### src/rtl/rs232_tx.sv
// rtl/rs232_tx.sv - RS-232 transmitter: byte FIFO feeding an 8N1 serialiser
//
// Ports:
//   clk         - single clock, all logic on posedge
//   rst_n       - synchronous active-low reset
//   data_in     - byte to transmit
//   data_valid  - source offers data_in this cycle
//   data_ready  - FIFO has room (decoded from registered fifo_count only)
//   signal_out  - registered serial line, idles high
//   busy        - registered: frame in flight or bytes queued
//   fifo_count  - bytes queued, excluding the frame in flight
module rs232_tx #(
    parameter int CLKS_PER_BIT = 16,
    parameter int FIFO_DEPTH   = 4
) (
    input  logic                             clk,
    input  logic                             rst_n,
    input  logic [7:0]                       data_in,
    input  logic                             data_valid,
    output logic                             data_ready,
    output logic                             signal_out,
    output logic                             busy,
    output logic [$clog2(FIFO_DEPTH+1)-1:0]  fifo_count
);

    localparam int CW = (CLKS_PER_BIT > 1) ? $clog2(CLKS_PER_BIT) : 1;
    localparam int PW = $clog2(FIFO_DEPTH);
    localparam int NW = $clog2(FIFO_DEPTH + 1);

    localparam logic [CW-1:0] CYC_LAST   = CW'(CLKS_PER_BIT - 1);
    localparam logic [NW-1:0] COUNT_FULL = NW'(FIFO_DEPTH);

    localparam logic [1:0] IDLE  = 2'd0;
    localparam logic [1:0] START = 2'd1;
    localparam logic [1:0] DATA  = 2'd2;
    localparam logic [1:0] STOP  = 2'd3;

    logic [1:0]    state;
    logic [1:0]    state_next;
    logic [CW-1:0] cyc_cnt;
    logic [2:0]    bit_cnt;
    logic [7:0]    shift;
    logic [7:0]    fifo_mem [FIFO_DEPTH];
    logic [PW-1:0] wr_ptr;
    logic [PW-1:0] rd_ptr;
    logic [NW-1:0] count_next;
    logic          push;
    logic          pop;
    logic          bit_end;
    logic          fifo_empty;

    assign data_ready = (fifo_count != COUNT_FULL);
    assign push       = data_valid & data_ready;
    assign fifo_empty = (fifo_count == '0);
    assign bit_end    = (cyc_cnt == CYC_LAST);

    // Pops happen only on entry to START, either from IDLE or straight out
    // of the last STOP cycle so back-to-back frames have no idle gap.
    always_comb begin
        pop        = 1'b0;
        state_next = state;
        case (state)
            IDLE: begin
                if (!fifo_empty) begin
                    pop        = 1'b1;
                    state_next = START;
                end
            end
            START: begin
                if (bit_end) state_next = DATA;
            end
            DATA: begin
                if (bit_end && bit_cnt == 3'd7) state_next = STOP;
            end
            STOP: begin
                if (bit_end) begin
                    if (!fifo_empty) begin
                        pop        = 1'b1;
                        state_next = START;
                    end else begin
                        state_next = IDLE;
                    end
                end
            end
            default: state_next = IDLE;
        endcase
    end

    always_comb begin
        count_next = fifo_count;
        if (push && !pop)      count_next = fifo_count + NW'(1);
        else if (pop && !push) count_next = fifo_count - NW'(1);
    end

    // Storage has no reset; the pointers and count define what is valid.
    always_ff @(posedge clk) begin
        if (push) fifo_mem[wr_ptr] <= data_in;
    end

    always_ff @(posedge clk) begin
        if (!rst_n) begin
            state      <= IDLE;
            cyc_cnt    <= '0;
            bit_cnt    <= '0;
            shift      <= '0;
            wr_ptr     <= '0;
            rd_ptr     <= '0;
            fifo_count <= '0;
            signal_out <= 1'b1;
            busy       <= 1'b0;
        end else begin
            state      <= state_next;
            fifo_count <= count_next;
            busy       <= (state_next != IDLE) | (count_next != '0);

            if (push) wr_ptr <= wr_ptr + PW'(1);
            if (pop) begin
                rd_ptr <= rd_ptr + PW'(1);
                shift  <= fifo_mem[rd_ptr];
            end

            case (state)
                IDLE: begin
                    cyc_cnt    <= '0;
                    bit_cnt    <= '0;
                    signal_out <= !pop;
                end
                START: begin
                    if (bit_end) begin
                        cyc_cnt    <= '0;
                        bit_cnt    <= '0;
                        signal_out <= shift[0];
                    end else begin
                        cyc_cnt <= cyc_cnt + CW'(1);
                    end
                end
                DATA: begin
                    if (bit_end) begin
                        cyc_cnt <= '0;
                        if (bit_cnt == 3'd7) begin
                            signal_out <= 1'b1;
                        end else begin
                            // shift[0] is on the line; present the next bit.
                            bit_cnt    <= bit_cnt + 3'd1;
                            signal_out <= shift[1];
                            shift      <= {1'b0, shift[7:1]};
                        end
                    end else begin
                        cyc_cnt <= cyc_cnt + CW'(1);
                    end
                end
                STOP: begin
                    if (bit_end) begin
                        cyc_cnt    <= '0;
                        bit_cnt    <= '0;
                        signal_out <= !pop;
                    end else begin
                        cyc_cnt <= cyc_cnt + CW'(1);
                    end
                end
                default: begin
                    cyc_cnt    <= '0;
                    bit_cnt    <= '0;
                    signal_out <= 1'b1;
                end
            endcase
        end
    end

endmodule

### config.mk
export PLATFORM = sky130hd
export DESIGN_NAME = rs232_tx
export DESIGN_NICKNAME = d
export VERILOG_FILES = /design/src/rtl/rs232_tx.sv
export SDC_FILE = /design/constraint.sdc
export NUM_CORES = 1
export LEC_CHECK = 0
export ABC_AREA = 1
export BUFFER_PORTS_ARGS = -buffer_cell sky130_fd_sc_hd__buf_4
export CORE_UTILIZATION = 30
export CTS_CLUSTER_SIZE = 30
export DETAILED_ROUTE_END_ITERATION = 16
export PLACE_DENSITY = 0.47
export SYNTH_ARGS = -nofsm -noshare
export SYNTH_HDL_FRONTEND = slang
export SYNTH_SLANG_ARGS = --single-unit
export TNS_END_PERCENT = 20
### constraint.sdc
create_clock -name clk -period 5.3 [get_ports clk]
set_input_delay 0.53 -clock clk [delete_from_list [all_inputs] [get_ports clk]]
set_output_delay 0.53 -clock clk [all_outputs]
set_load 0.005 [all_outputs]
==> After elaboration in Yosys (flattened, before gate mapping) <==
Memories as Yosys holds them, arrays and structs flattened. A register that Yosys moved wholly into a read port is not among the register bits.
Index checks and enable logic that the tools add are counted.
{ "op_classes": {"eq_ne": 11, "bitwise_logic": 2, "add_sub_neg": 6, "shift": 0, "n_mul": 0, "n_lt_le_gt_ge": 0, "n_mux": 30, "reduce_logical": 13, "div": 0} }
{ "ops": {"columns": ["cell", "count"], "rows": [
  ["2-to-1 mux 8 bit", 4],
  ["2-to-1 mux 3 bit", 5],
  ["2-to-1 mux 2 bit", 6],
  ["2-to-1 mux 1 bit", 9],
  ["one-hot mux 3 bit (3 select lines)", 1],
  ["inequality test 2 bit (second input constant)", 4],
  ["one-hot mux 2 bit (4 select lines)", 1],
  ["one-hot mux 4 bit (2 select lines)", 1],
  ["adder 3 x 1 -> 3 bit (second input constant)", 2],
  ["AND reduction 3 bit", 2],
  ["adder 2 x 1 -> 2 bit (second input constant)", 2],
  ["adder 4 x 1 -> 4 bit (second input constant)", 1],
  ["equality test 2 bit (second input constant)", 2],
  ["equality test 4 bit (second input constant)", 1],
  ["2-to-1 mux 4 bit", 1],
  ["one-hot mux 1 bit (4 select lines)", 1],
  ["equality test 3 bit (second input constant)", 1],
  ["logical AND 1 bit", 3],
  ["logical NOT 3 bit", 1],
  ["inequality test 3 bit (second input constant)", 1],
  ["nonzero test 3 bit", 1],
  ["OR reduction 3 bit", 1],
  ["subtractor 3 x 1 -> 3 bit (second input constant)", 1],
  ["equality test 2 x 1 -> 1 bit (second input constant)", 1],
  ["8 further kinds", 9]
]} }
{ "totals": {"mem_bits_rw": 32, "latch_bits": 0, "romBits": 0, "ff_bits": 26, "inputBits": 11, "output_inout_bits": 6, "n_memories": 1} }
{ "memory_table": {"columns": ["memory", "depth", "word_bits", "rd", "rd_clocked_by_memory_dff", "write_ports", "line_no", "rtl"], "rows": [
  ["fifo_mem", 4, 8, 1, 1, 1, "43", "logic [7:0] fifo_mem [FIFO_DEPTH];"]
]} }

==> Longest topological paths before layout <==
{ "logic_depth": {"word_depth": 9, "mapped_depth": 12, "depth_no_buf": 12} }

==> Worst setup path after synthesis <==
No wires, ideal clock.
{ "synth_timing": {"kind": "reg2reg", "startpoint": "reg fifo_count[0]", "endpoint": "mem fifo_mem[0][0] (enable)", "required_time_ns": 4.929, "arrival_ns": 1.393, "path_slack_ns": 3.536, "period_less_slack_ns": 1.764, "n_path_buf": 1, "stages_incl_launch_ff": 7, "cell_sequence": "dfxtp_1 > inv_1 > ha_1 > nand2_1 > nand2_1 > buf_2 > nor2_1"} }
{ "synth_between": {"elab_chain_cells": 4} }
{ "synth_rtl": {"columns": ["element", "line_no", "rtl"], "rows": [
  ["start, declared", "23", "output logic [$clog2(FIFO_DEPTH+1)-1:0] fifo_count"],
  ["start signal, assigned", "113", "fifo_count <= count_next;"],
  ["inequality test 3 bit", "52", "assign data_ready = (fifo_count != COUNT_FULL);"],
  ["net data_ready", "20", "output logic data_ready,"],
  ["bitwise AND 1 bit", "53", "assign push = data_valid & data_ready;"],
  ["2-to-1 mux 1 bit", "97", "if (push) fifo_mem[wr_ptr] <= data_in;"],
  ["2-to-1 mux 1 bit (not written as such)", "97", null],
  ["end, declared", "43", null]
]} }
The timed path passes the listed nets, and every way through them passes these cells.

==> Final worst setup path <==
{ "layout_timing": {"startpoint": "reg fifo_count[0]", "endpoint": "mem fifo_mem[3][3] (enable)"} }
{ "layout_between": {"elab_chain_cells": 4} }
{ "layout_rtl": {"columns": ["element", "line_no"], "rows": [
  ["inequality test 3 bit", "52"],
  ["bitwise AND 1 bit", "53"],
  ["2-to-1 mux 1 bit", "97"],
  ["2-to-1 mux 1 bit (not written as such)", "97"]
]} }
Every way passes these cells.

==> summary.txt <==
Synth cell types - 34
max_cap viols - 0
Die Wd - 96.9 um
Synth Cell Area - 0.00270 mm2
multi-input logic area - 0.00101 mm2
worst-margin pin slew - 684 ps
Placed Area - 0.00292 mm2
PortBufs - 16
CP max FO - 11
Setup TNS Final - 0 ps
Starting Density - 0.310
commonest non-fill, non-tap cell in the layout - nand2_1
Root Buffer - clkbuf_8
Antenna Nets Post-Route - 0
DIE AREA - 0.00938 mm2
Final Hold Fails - 0
HP Class - in -> reg
CTS Buf Count - 9
register area - 0.00152 mm2
Setup Skew - 5.41 ps
row count - 34
layout cells sized above 1 - 0.164
Total GRT Usage - 0.130
vias in the first global route - 1822
H-tree lvl count - 3
CTS Sinks - 60
status - complete, no violations
Final Power - 1.59 mW
design area - 0.00314 mm2
Setup crit end kind - register
routed wire length - 5.72 mm
Resized cells post-CTS - 0
hold buffers post-CTS - 0
CP Launch Type - register
HPWL Detailed - 4.06 mm
Final GP Congestion - 0.828
DR WL/cell - 13.9 um
DR vias - 1906
Via density - 4.63
Final Setup Violations - 0
setup bufs post-CTS - 0
clk slew on worst S/H paths - 70 ps
# fillers - 888
Core Util, Final - 0.360
Clock Latency Late Sink - 340 ps
power per cell area - 506 mW/mm2
Seq/Total Area, Yosys - 0.563
RSZ-0062 raised after global routing - false
nets@finish - 325
GRT Residual Overflow - 0
pin count of the biggest net entering global routing - 18
Die Ht - 96.9 um
initial antenna violation count - 0
DRC - 0
dpl ws - 3210 ps
Max Clk Rate - 0.490 GHz
most frequent cells in the layout - nand2_1 (38), edfxtp_1 (32), nor2_1 (29), dfxtp_1 (28), inv_1 (26)
CORE AREA - 0.00872 mm2
CTS tree - done
DRT Pass-1 Iters - 4
global-route wire length before repair - 9.32 mm
Arr. time, crit path - 2010 ps
placed insts - 396
Hold Slack - 392 ps
synthesized net count - 304
setup ws final - 3260 ps
CTS Buffer Depth - 2
VDD IR max - 0.171 mV
Leak Pwr - 1.28 nW
Synth Register Bits - 60
Post-Syn Instances - 278
Crit Path Class - reg -> reg
Slew HR - 0.543
Ports - 17
drt first-iter violations - 97
Inserted Diodes - 0
Post-Layout Cell Count - 412
Worst EP required - 5270 ps
final cycle utilization of the critical path - 0.385
max-slew violations - 0
Tmin final - 2040 ps
Area Overhead vs Synth - 16.2%
number of synthesis warnings - 0
average size of a mapped cell - 9.71 um2
-- cells in the mapped netlist, drive strengths merged --
cell	count	area, um2
nor4	1	6.26
buf	4	26.3
o21ai	25	136
nand4	2	12.5
nand3	20	110
and3	1	6.26
nand2	42	183
o22ai	7	43.8
o211ai	7	52.6
clkbuf	2	7.51
a31oi	1	6.26
ha	15	188
o21bai	1	7.51
edfxtp	32	961
nor2	30	115
inv	34	128
a21oi	18	93.8
dfxtp	28	561
nor3	3	20.0
or2	1	6.26
o211a	1	10.0
nor3b	1	7.51
xor2	1	8.76
clkinv	1	3.75
-- logic make-up after synthesis --
family	Yosys count	share of synthesized area
flops	60	0.563
compound gates	60	0.130
fa+ha+maj	15	0.0695
simple gates	101	0.173
xor+xnor	1	0.00324
buf+inv	41	0.0612
-- final timing paths --
| check | start | to | slack, ps | cells past startpoint |
|---|---|---|---|---|
| setup / recovery | fifo_count[0]$_SDFF_PN0_ | fifo_mem[3][3]$_DFFE_PP_ | 3260 | 5 |
| hold / removal | data_in[7] | fifo_mem[0][7]$_DFFE_PP_ | 390 | 1 |
| setup reg to reg | fifo_count[0]$_SDFF_PN0_ | fifo_mem[3][3]$_DFFE_PP_ | 3260 | 5 |
| hold reg to reg | cyc_cnt[0]$_SDFF_PP0_ | cyc_cnt[0]$_SDFF_PP0_ | 450 | 1 |
-- power breakdown --
| part | leakage (nW) | internal (mW) | switching, mW |
|---|---|---|---|
| clock | 0.102 | 0.265 | 0.188 |
| combinational | 0.651 | 0.186 | 0.312 |
| sequential | 0.523 | 0.575 | 0.0607 |
-- critical path: stages, from the launching register on --
cell and delay (ps):
dfxtp_1 380, inv_1 90, ha_1 240, nand2_1 90, nand2_1 250, nor2_1 620
-- flip-flops by register name, indices dropped and copies added (netlist names), 2 cells and up, named ones only --
register	count
cyc_cnt	4
bit_cnt	3
fifo_mem	32
fifo_count	3
wr_ptr	2
rd_ptr	2
state	2
shift	8
-- layout make-up --
| class | count | area share |
|---|---|---|
| clock buffer | 10 | 0.0407 |
| sequential | 60 | 0.485 |
| tap | 108 | 0.0431 |
| multi-input combinational | 177 | 0.323 |
| timing repair buffer | 16 | 0.0383 |
| clock inverter | 6 | 0.0283 |
| inverter | 35 | 0.0419 |
-- per-layer routing --
| metal | up-vias | routed length [um] | GRT usage |
|---|---|---|---|
| li1 | 991 | - | - |
| met4 | 0 | 73 | 0.0517 |
| met3 | 7 | 192 | 0.0441 |
| met2 | 29 | 2620 | 0.196 |
| met5 | - | 0 | 0 |
| met1 | 879 | 2840 | 0.172 |
Note: power is estimated with default switching activity, not from simulation.
